`config.mk`:
```
export PLATFORM = sky130hd
export DESIGN_NAME = seg_scan_ctrl
export DESIGN_NICKNAME = d
export VERILOG_FILES = /design/src/rtl/seg_scan_ctrl.sv
export SDC_FILE = /design/constraint.sdc
export NUM_CORES = 1
export LEC_CHECK = 0
export BUFFER_PORTS_ARGS = -buffer_cell sky130_fd_sc_hd__buf_2
export CORE_UTILIZATION = 45
export CTS_BUF_LIST = sky130_fd_sc_hd__clkbuf_8
export DETAILED_ROUTE_END_ITERATION = 8
export PLACE_DENSITY_LB_ADDON = 0.3
export SLEW_MARGIN = 40
export SYNTH_ARGS = -nofsm -noshare
export SYNTH_HDL_FRONTEND = slang
export SYNTH_SLANG_ARGS = --single-unit
```
`constraint.sdc`:
```
create_clock -name clk -period 6.15 [get_ports clk]
set_input_delay 0.615 -clock clk [delete_from_list [all_inputs] [get_ports clk]]
set_output_delay 0.615 -clock clk [all_outputs]
set_load 0.01 [all_outputs]
```
`src/rtl/seg_scan_ctrl.sv`:
```
// seg_scan_ctrl -- eight-digit seven-segment scan controller.
//
// Holds the committed 32-bit display word and decimal points. Produces the
// digit select for the downstream 8:1 nibble mux and the active-low anodes.
// Each digit slot starts with DEAD_CYC dark cycles to avoid ghosting. New data
// is committed only at frame boundaries (sel 7->0), so a frame never tears.
//
// Ports:
//   clk, rst_n        clock, async active-low reset
//   en                scan enable (low: dark, scan held at digit 0)
//   load              one-cycle strobe capturing data_in / dp_in
//   data_in[31:0]     nibble i = digit i
//   dp_in[7:0]        decimal point per digit, active-high
//   disp_word[31:0]   committed display word (mux inputs x0..x7)
//   sel[2:0]          current digit index (mux select)
//   an_n[7:0]         digit anodes, active-low, at most one low
//   dp_n              decimal point of current digit, active-low
//   frame_tick        one-cycle pulse after the sel 7->0 edge
module seg_scan_ctrl #(
  parameter int CLK_DIV    = 50000,
  parameter int DEAD_CYC   = 16,
  parameter int BLANK_LEAD = 1
) (
  input  logic        clk,
  input  logic        rst_n,
  input  logic        en,
  input  logic        load,
  input  logic [31:0] data_in,
  input  logic [7:0]  dp_in,
  output logic [31:0] disp_word,
  output logic [2:0]  sel,
  output logic [7:0]  an_n,
  output logic        dp_n,
  output logic        frame_tick
);

  localparam int CW = $clog2(CLK_DIV);

  typedef enum logic [1:0] {S_OFF, S_DEAD, S_ON} state_t;

  state_t        state, state_nx;
  logic [CW-1:0] cnt, cnt_nx;
  logic [2:0]    sel_nx;
  logic [31:0]   shadow;
  logic [7:0]    shadow_dp, dp_reg;
  logic          pending;
  logic          slot_end, wrap;
  logic [7:0]    blank;

  assign slot_end = (state != S_OFF) && (cnt == CW'(CLK_DIV - 1));
  // Wrap only happens if the scan keeps running through this edge.
  assign wrap     = en && slot_end && (sel == 3'd7);

  always_comb begin
    state_nx = state;
    cnt_nx   = cnt;
    sel_nx   = sel;
    if (!en) begin
      state_nx = S_OFF;
      cnt_nx   = '0;
      sel_nx   = 3'd0;
    end else if (state == S_OFF) begin
      cnt_nx   = '0;
      state_nx = (DEAD_CYC == 0) ? S_ON : S_DEAD;
    end else begin
      if (slot_end) begin
        cnt_nx = '0;
        sel_nx = sel + 3'd1;
      end else begin
        cnt_nx = cnt + CW'(1);
      end
      state_nx = (cnt_nx >= CW'(DEAD_CYC)) ? S_ON : S_DEAD;
    end
  end

  always_ff @(posedge clk or negedge rst_n) begin
    if (!rst_n) begin
      state      <= S_OFF;
      cnt        <= '0;
      sel        <= 3'd0;
      frame_tick <= 1'b0;
    end else begin
      state      <= state_nx;
      cnt        <= cnt_nx;
      sel        <= sel_nx;
      frame_tick <= wrap;
    end
  end

  // Commit path. While dark (OFF) there is nothing to tear, so loads go
  // straight through and any shadow left over from a scan that was stopped
  // mid-frame is flushed.
  always_ff @(posedge clk or negedge rst_n) begin
    if (!rst_n) begin
      disp_word <= '0;
      dp_reg    <= '0;
      shadow    <= '0;
      shadow_dp <= '0;
      pending   <= 1'b0;
    end else if (load && (state == S_OFF || wrap)) begin
      disp_word <= data_in;
      dp_reg    <= dp_in;
      pending   <= 1'b0;
    end else if (load) begin
      shadow    <= data_in;
      shadow_dp <= dp_in;
      pending   <= 1'b1;
    end else if (pending && (state == S_OFF || wrap)) begin
      disp_word <= shadow;
      dp_reg    <= shadow_dp;
      pending   <= 1'b0;
    end
  end

  // Digit i is a leading zero when nibbles 7..i are all zero; digit 0 never is.
  always_comb begin
    blank = '0;
    for (int i = 1; i < 8; i++)
      blank[i] = (BLANK_LEAD != 0) && ((disp_word >> (4 * i)) == 32'd0);
  end

  always_comb begin
    an_n = 8'hFF;
    dp_n = 1'b1;
    if (state == S_ON && !blank[sel]) begin
      an_n[sel] = 1'b0;
      dp_n      = ~dp_reg[sel];
    end
  end

endmodule
```
==> out/results.txt, run 1 <==
RSZ-0062 raised after global routing - false
Setup repair bufs after CTS - 0
Total gr overflow - 0
Netlist Area Pre-Place - 5060 um2
Final #Nets - 563
Fmax - 0.328 GHz
Final worst path period need - 3050 ps
Critical Path Start Type - flop
Clock latency on the worst-skew pair - 360 ps
Max Cap Viol - 0
Final hold violations - 0
# port buffers - 88
Clk sinks - 103
IO Pins - 89
Status - finished, final reports clean
Wire per inst - 16.9 um
Sum Neg Setup Slack - 0 ps
H-Tree Depth - 3
Row Count - 38
Cells after synthesis - 447
Crit. End Element - output pin
CTS tree - built
Worst hold path class - input pin to asynchronous set/reset pin
Total area of sequential cells - 2580 um2
Slew HR - 0.451
Fillcell total - 953
Most frequent cells in the layout - dfrtp_1 (103), buf_2 (87), nand2_1 (46)
Post-synth cell types - 47
Vias in the first global route - 3712
Setup Skew - 9.61 ps
Met3 Track Usage GR - 0.0374
Worst Path Required - 5530 ps
Pin count of the biggest net entering global routing - 74
Total of warnings raised by yosys - 0
GRT met1 Usage - 0.285
RD Place Congestion - 0.861
Total CTS buffers - 9
Root buf cell - clkbuf_8
CP arrival - 2440 ps
Met2 Track Usage GR - 0.306
Synth Register Bits - 103
DP Cell Count - 645
Total track usage - 0.203
Initial Util - 0.464
Routed Antenna Nets - 0
Area growth syn-to-layout - 12.3%
Drt total wl - 11.2 mm
Post-DP HPWL - 7.47 mm
Global-route wire length before repair - 18.3 mm
Hold_ws - 176 ps
Peak supply drop - 0.000158 V
Crit path kind - flop to output pin
PostCTS Resize Cnt - 0
Antenna diode count - 0
Multi-input gate area - 2270 um2
Die area - 11700 um2
Drc violations - 0
P per Cell Area - 261 nW/um2
First drt pass iteration count - 5
Core Area - 10900 um2
Fin cells - 659
Ys async rst share - 1.00
Worst-path clk slew - 90 ps
Die Ht - 108 um
CP max FO - 4
Most common cell after layout, fill and taps aside - dfrtp_1
Vias per cell - 5.68
Post-CTS Hold Buffers - 0
Syn_nets - 494
Final setup fails - 0
Least-Margin Pin Slew - 823 ps
Slew Limit Fails - 0
Post-synth top flop - dfrtp_1
LEAKAGE - 2.54 nW
Final WS setup - 3100 ps
Share of cells above drive strength 1 - 0.308
Clock buffer depth - 2
Syn Area/Cell - 11.3 um2
Largest registers - disp_word (32), shadow (32), cnt (16)
Initial antenna violation count - 0
Vias - 3743
Die W - 108 um
Dpl ws - 3490 ps
Period utilization - 0.496
Post-synth EDFFs - 0
Post-synthesis sequential area ratio - 0.510
Gr busiest metal - met2
Drt initial violations - 202
[per-layer routing]
layer  vias up  routed length, um
li1       1760                  -
met1      1866               5200
met3        17                511
met2       100               5260
met5         -                  0
met4         0                180
[Yosys cell counts (all sizes together), types with 2 or more instances]
library cell	number	area [um2]
nand2b	3	26.3
mux4	2	45.0
o22ai	25	163
nor2	27	101
xnor2	6	52.6
mux2	40	601
o21ai	38	194
and4b	2	20.0
xor2	7	61.3
a21oi	17	85.1
ha	3	37.5
or2	2	12.5
nor2b	7	43.8
a22oi	29	218
nand2	47	193
inv	3	11.3
nand3	9	57.6
mux2i	4	40.0
o21a	3	22.5
buf	13	149
dfrtp	103	2580
nand4	8	50.1
and4	2	18.8
nor4	10	83.8
clkbuf	19	71.3
nor3	7	40.0
or3	3	18.8
[cells by family after synthesis]
logic type,Yosys count,synth area share
AO/OA/AOI/OAI,116,0.141
XOR/XNOR,13,0.0225
adder cells (fa/ha/maj),3,0.00742
buffers and inverters,35,0.0458
flip-flops,103,0.510
multiplexers,46,0.136
AND/OR/NAND/NOR,131,0.138
[cell type report]
class,count,area share
sequential,103,0.454
multi-input combinational,309,0.400
timing repair buffer,90,0.0813
tap,140,0.0308
clock buffer,10,0.0242
clock inverter,4,0.00837
inverter,3,0.00198
[through the flow]
| stage | power (mW) | area [um2] | utilization |
|---|---|---|---|
| after floorplan | 0.979 | 5060 | - |
| after global placement | 1.07 | 5480 | 0.503 |
| after detailed placement | 1.08 | 5500 | 0.505 |
| after CTS | 1.49 | 5680 | 0.522 |
| after global routing | 1.55 | 5680 | 0.522 |
| final | 1.48 | 5680 | 0.522 |
[critical path, stage by stage (launching register included)]
cell	delay (ps)
dfrtp_1	420
nor4_1	600
nand4_1	190
a21oi_1	150
o21ai_0	170
and4b_1	310
nand3_1	90
buf_2	140
[where the power goes]
part,switching [mW],internal (mW)
sequential,0.0607,0.757
combinational,0.119,0.127
clock,0.226,0.194
[worst paths after layout]
path	from	endpoint	slack (ps)	depth (start not counted)
min in group clk	data_in[16]	shadow[16]$_DFFE_PN0P_	490	2
max in group asynchronous	rst_n	shadow_dp[2]$_DFFE_PN0P_	4970	2
worst max register to register	cnt[5]$_DFF_PN0_	disp_word[1]$_DFFE_PN0P_	3410	6
worst min-delay path	rst_n	shadow_dp[0]$_DFFE_PN0P_	180	1
worst max-delay path	disp_word[24]$_DFFE_PN0P_	an_n[7]	3100	7
worst min register to register	disp_word[11]$_DFFE_PN0P_	disp_word[11]$_DFFE_PN0P_	510	2
Power figures use the tool's default switching activity.
==> run 2: changes to the inputs <==
- clock period: 6.15 -> 2.7 ns (I/O delays scaled with it)
==> out/results.txt, run 2 (synthesized netlist as in run 1, its figures left out) <==
Critical path's largest stage delay - 410 ps
Reg2Reg Launch Point - cnt[10]$_DFF_PN0_
RD Place Congestion - 0.803
Vias - 3873
Final setup fails - 0
Row Count - 38
Initial antenna violation count - 0
Most frequent cells in the layout - dfrtp_1 (103), buf_2 (87), nand2_1 (46)
Fillcell total - 949
CP arrival - 2300 ps
Total gr overflow - 0
Clock buffer depth - 2
Crit path kind - flop to output pin
Drt initial violations - 183
Antenna diode count - 0
Top Metal Used - met4
Final #Nets - 574
Pin count of the biggest net entering global routing - 63
CP max-delay cell - dfrtp_1
Largest registers - disp_word (32), shadow (32), cnt (16)
# port buffers - 88
First drt pass iteration count - 4
Final hold violations - 0
Peak supply drop - 0.000353 V
RSZ-0062 raised after global routing - false
Max Cap Viol - 0
Clock latency on the worst-skew pair - 380 ps
CTS tree - built
Total track usage - 0.215
Worst hold path class - input pin to flop
Core Area - 10900 um2
Period utilization - 0.951
Crit. End Element - output pin
Crit path launch - disp_word[24]$_DFFE_PN0P_
Drc violations - 0
Status - finished, final reports clean
DRT met1 WL - 5.30 mm
Routed Antenna Nets - 0
Die W - 108 um
Worst Min Path Start - data_in[5]
Worst Reg-to-Reg Cells - 5
Slew HR - 0.580
Global-route wire length before repair - 19.3 mm
Buffers plus inverters on the worst setup path - 2
Area growth syn-to-layout - 15.6%
Sum Neg Setup Slack - 0 ps
Vias per cell - 5.76
H-Tree Depth - 3
CP max FO - 4
CP delay by family, top - simple AND/OR/NAND/NOR gates
Least-Margin Pin Slew - 630 ps
Die Ht - 108 um
Crit-path cells - nor4_1, buf_4, nand4_1, a21oi_1, o21ai_0, and4b_1, nand3_1, buf_2
LEAKAGE - 2.63 nW
Slew Limit Fails - 0
Critical Path Start Type - flop
Most common cell after layout, fill and taps aside - dfrtp_1
Root buf cell - clkbuf_8
Total power draw - 3.60 mW
Die area - 11700 um2
Wire per inst - 17.4 um
Total CTS buffers - 9
WHS Path Cells - 2
Worst Path Required - 2430 ps
Met2 wire length - 5.49 mm
Setup Skew - 11.8 ps
Clk sinks - 103
Vias in the first global route - 3906
Initial Util - 0.464
Post-DP HPWL - 7.92 mm
Worst path depth - 8
IO Pins - 89
Final worst path period need - 2570 ps
Setup repair bufs after CTS - 0
P per Cell Area - 615 nW/um2
Fmax - 0.389 GHz
Worst-path clk slew - 100 ps
Share of cells above drive strength 1 - 0.325
Metal3 WL - 608 um
Drt total wl - 11.7 mm
==> run 2: stage by stage <==
stage / instance area [um2] / hold WS (ps) / utilization / worst slack, ps / cells
after detailed placement: 5570 / 303 / 0.511 / 394 / 654
after global placement: 5560 / 294 / 0.511 / 438 / 654
after floorplan: 5060 / -25.6 / - / 602 / 447
after global routing: 5840 / 125 / 0.537 / 13.3 / 672
final: 5840 / 134 / 0.537 / 132 / 672
after CTS: 5810 / 125 / 0.534 / 63.2 / 671
==> run 2: path summary, 6_finish.rpt <==
path                                             to  slack, ps
setup reg to reg             shadow[17]$_DFFE_PN0P_        370
min in group asynchronous  shadow_dp[4]$_DFFE_PN0P_        440
setup / recovery                            an_n[7]        130
hold / removal                shadow[5]$_DFFE_PN0P_        130
hold reg to reg                    cnt[0]$_DFF_PN0_        520
max in group asynchronous    shadow[14]$_DFFE_PN0P_       1540
==> run 2: power breakdown <==
group,leakage [nW],internal (mW),switching (mW)
clock network,0.122,0.611,0.530
registers,1.27,1.72,0.146
logic,1.24,0.306,0.279
total,2.63,2.64,0.955
==> run 2: layer usage <==
metal	up-vias	global-route usage
met5	-	0
met4	0	0.111
met3	28	0.0362
met2	124	0.326
met1	1937	0.298
li1	1784	-
==> run 2: layout make-up <==
cell class | count | area [um2] | share of cell area
clock buffers | 9 | 124 | 0.0212
clock inverters | 7 | 114 | 0.0195
inverters | 3 | 11.3 | 0.00193
well taps | 140 | 175 | 0.0300
flip-flops and latches | 103 | 2580 | 0.441
repair buffers | 101 | 559 | 0.0957
multi-input cells | 309 | 2280 | 0.391
==> run 2: repair_timing <==
action,in CTS,in global routing
hold buffers,1,0
endpoints found under the setup margin,0,6
resized for setup,0,3
hold endpoints to repair,41,0
==> run 3: changes to the inputs <==
- RECOVER_POWER: not set -> 50
==> out/results.txt, run 3 (synthesized netlist as in run 1, its figures left out) <==
Status - finished, final reports clean
LEAKAGE - 2.52 nW
CP arrival - 2290 ps
Vias - 3874
Vias in the first global route - 3906
# port buffers - 88
Antenna diode count - 0
Drt total wl - 11.7 mm
Initial Util - 0.464
Peak supply drop - 0.000353 V
Global-route wire length before repair - 19.3 mm
Root buf cell - clkbuf_8
Most frequent cells in the layout - dfrtp_1 (103), buf_2 (54), nand2_1 (46)
Clock latency on the worst-skew pair - 370 ps
Total gr overflow - 0
Worst hold path endpoint - shadow[5]$_DFFE_PN0P_
H-Tree Depth - 3
Clock buffer depth - 2
Die W - 108 um
Initial antenna violation count - 0
CTS tree - built
Least-Margin Pin Slew - 1050 ps
Total power draw - 3.57 mW
Reg2reg end - shadow[17]$_DFFE_PN0P_
Drc violations - 0
First drt pass iteration count - 4
Setup Skew - 11.3 ps
Die area - 11700 um2
Area growth syn-to-layout - 14.4%
Fmax - 0.391 GHz
Worst Min Path Start - data_in[5]
Clk sinks - 103
RD Place Congestion - 0.803
Slew Limit Fails - 0
Die Ht - 108 um
Routed Antenna Nets - 0
Slew HR - 0.301
P per Cell Area - 618 nW/um2
RSZ-0062 raised after global routing - false
Final #Nets - 574
Largest registers - disp_word (32), shadow (32), cnt (16)
Sum Neg Setup Slack - 0 ps
FF-to-FF setup slack - 360 ps
Max Cap Viol - 0
Wire per inst - 17.4 um
Critical Path Start Type - flop
CP max FO - 4
Core Area - 10900 um2
Row Count - 38
Worst Reg-to-Reg Cells - 5
Drt initial violations - 224
Final hold violations - 0
Crit. End Element - output pin
Final setup fails - 0
Worst-path clk slew - 100 ps
Worst hold path class - input pin to flop
Share of cells above drive strength 1 - 0.263
Pin count of the biggest net entering global routing - 63
WHS Path Cells - 2
Final worst path period need - 2560 ps
Reg2Reg Launch Point - cnt[10]$_DFF_PN0_
Total track usage - 0.215
Fillcell total - 971
Total CTS buffers - 9
Period utilization - 0.948
Vias per cell - 5.76
Most common cell after layout, fill and taps aside - dfrtp_1
IO Pins - 89
Crit path kind - flop to output pin
Worst Path Required - 2430 ps
Post-DP HPWL - 7.92 mm
==> run 3: layout make-up <==
cell class	count	area (um2)	area share
tap	140	175	0.0303
clock inverter	7	114	0.0197
clock buffer	9	124	0.0214
multi-input combinational	309	2280	0.395
sequential	103	2580	0.445
inverter	3	11.3	0.00195
timing repair buffer	101	503	0.0869
==> run 3: worst max-delay path by stage <==
stage / from / to / slack [ps] / cells after the start
global route: disp_word[24]$_DFFE_PN0P_ / an_n[7] / 10 / 8
floorplan: cnt[4]$_DFF_PN0_ / shadow[0]$_DFFE_PN0P_ / 600 / 9
global placement: cnt[4]$_DFF_PN0_ / shadow[30]$_DFFE_PN0P_ / 440 / 6
CTS: disp_word[17]$_DFFE_PN0P_ / an_n[7] / 60 / 8
detailed placement: cnt[4]$_DFF_PN0_ / shadow[14]$_DFFE_PN0P_ / 390 / 6
finish: disp_word[24]$_DFFE_PN0P_ / an_n[7] / 140 / 8
==> run 3: layer usage <==
metal,global-route usage,routed length [um]
met5,0,0
met4,0.111,243
met3,0.0362,678
met2,0.326,5550
met1,0.298,5240
==> run 3: metrics by stage <==
stage | cell area, um2 | hold WS [ps] | setup WS [ps] | instances | utilization
CTS | 5810 | 125 | 63.2 | 671 | 0.534
global route | 5790 | 125 | 12.1 | 672 | 0.532
finish | 5790 | 136 | 140 | 672 | 0.532
detailed placement | 5570 | 303 | 394 | 654 | 0.511
floorplan | 5060 | -25.6 | 602 | 447 | -
global placement | 5560 | 294 | 438 | 654 | 0.511
==> run 3: power breakdown <==
group	switching [mW]	internal, mW
Clock	0.530	0.611
Combinational	0.278	0.284
Sequential	0.148	1.72
==> run 3: critical path, cell delays in order, from the launching register on <==
cell and delay, ps:
dfrtp_1 410, nor4_1 370, buf_4 190, nand4_1 110, a21oi_1 140, o21ai_0 140
and4b_1 330, nand3_1 100, buf_2 130
==> run 3: timing repair <==
action / in CTS / in global routing
endpoints found under the setup margin: 0 / 6
hold endpoints to repair: 41 / 0
resized for setup: 0 / 3
hold buffers: 1 / 0
buffers inserted: 0 / 0
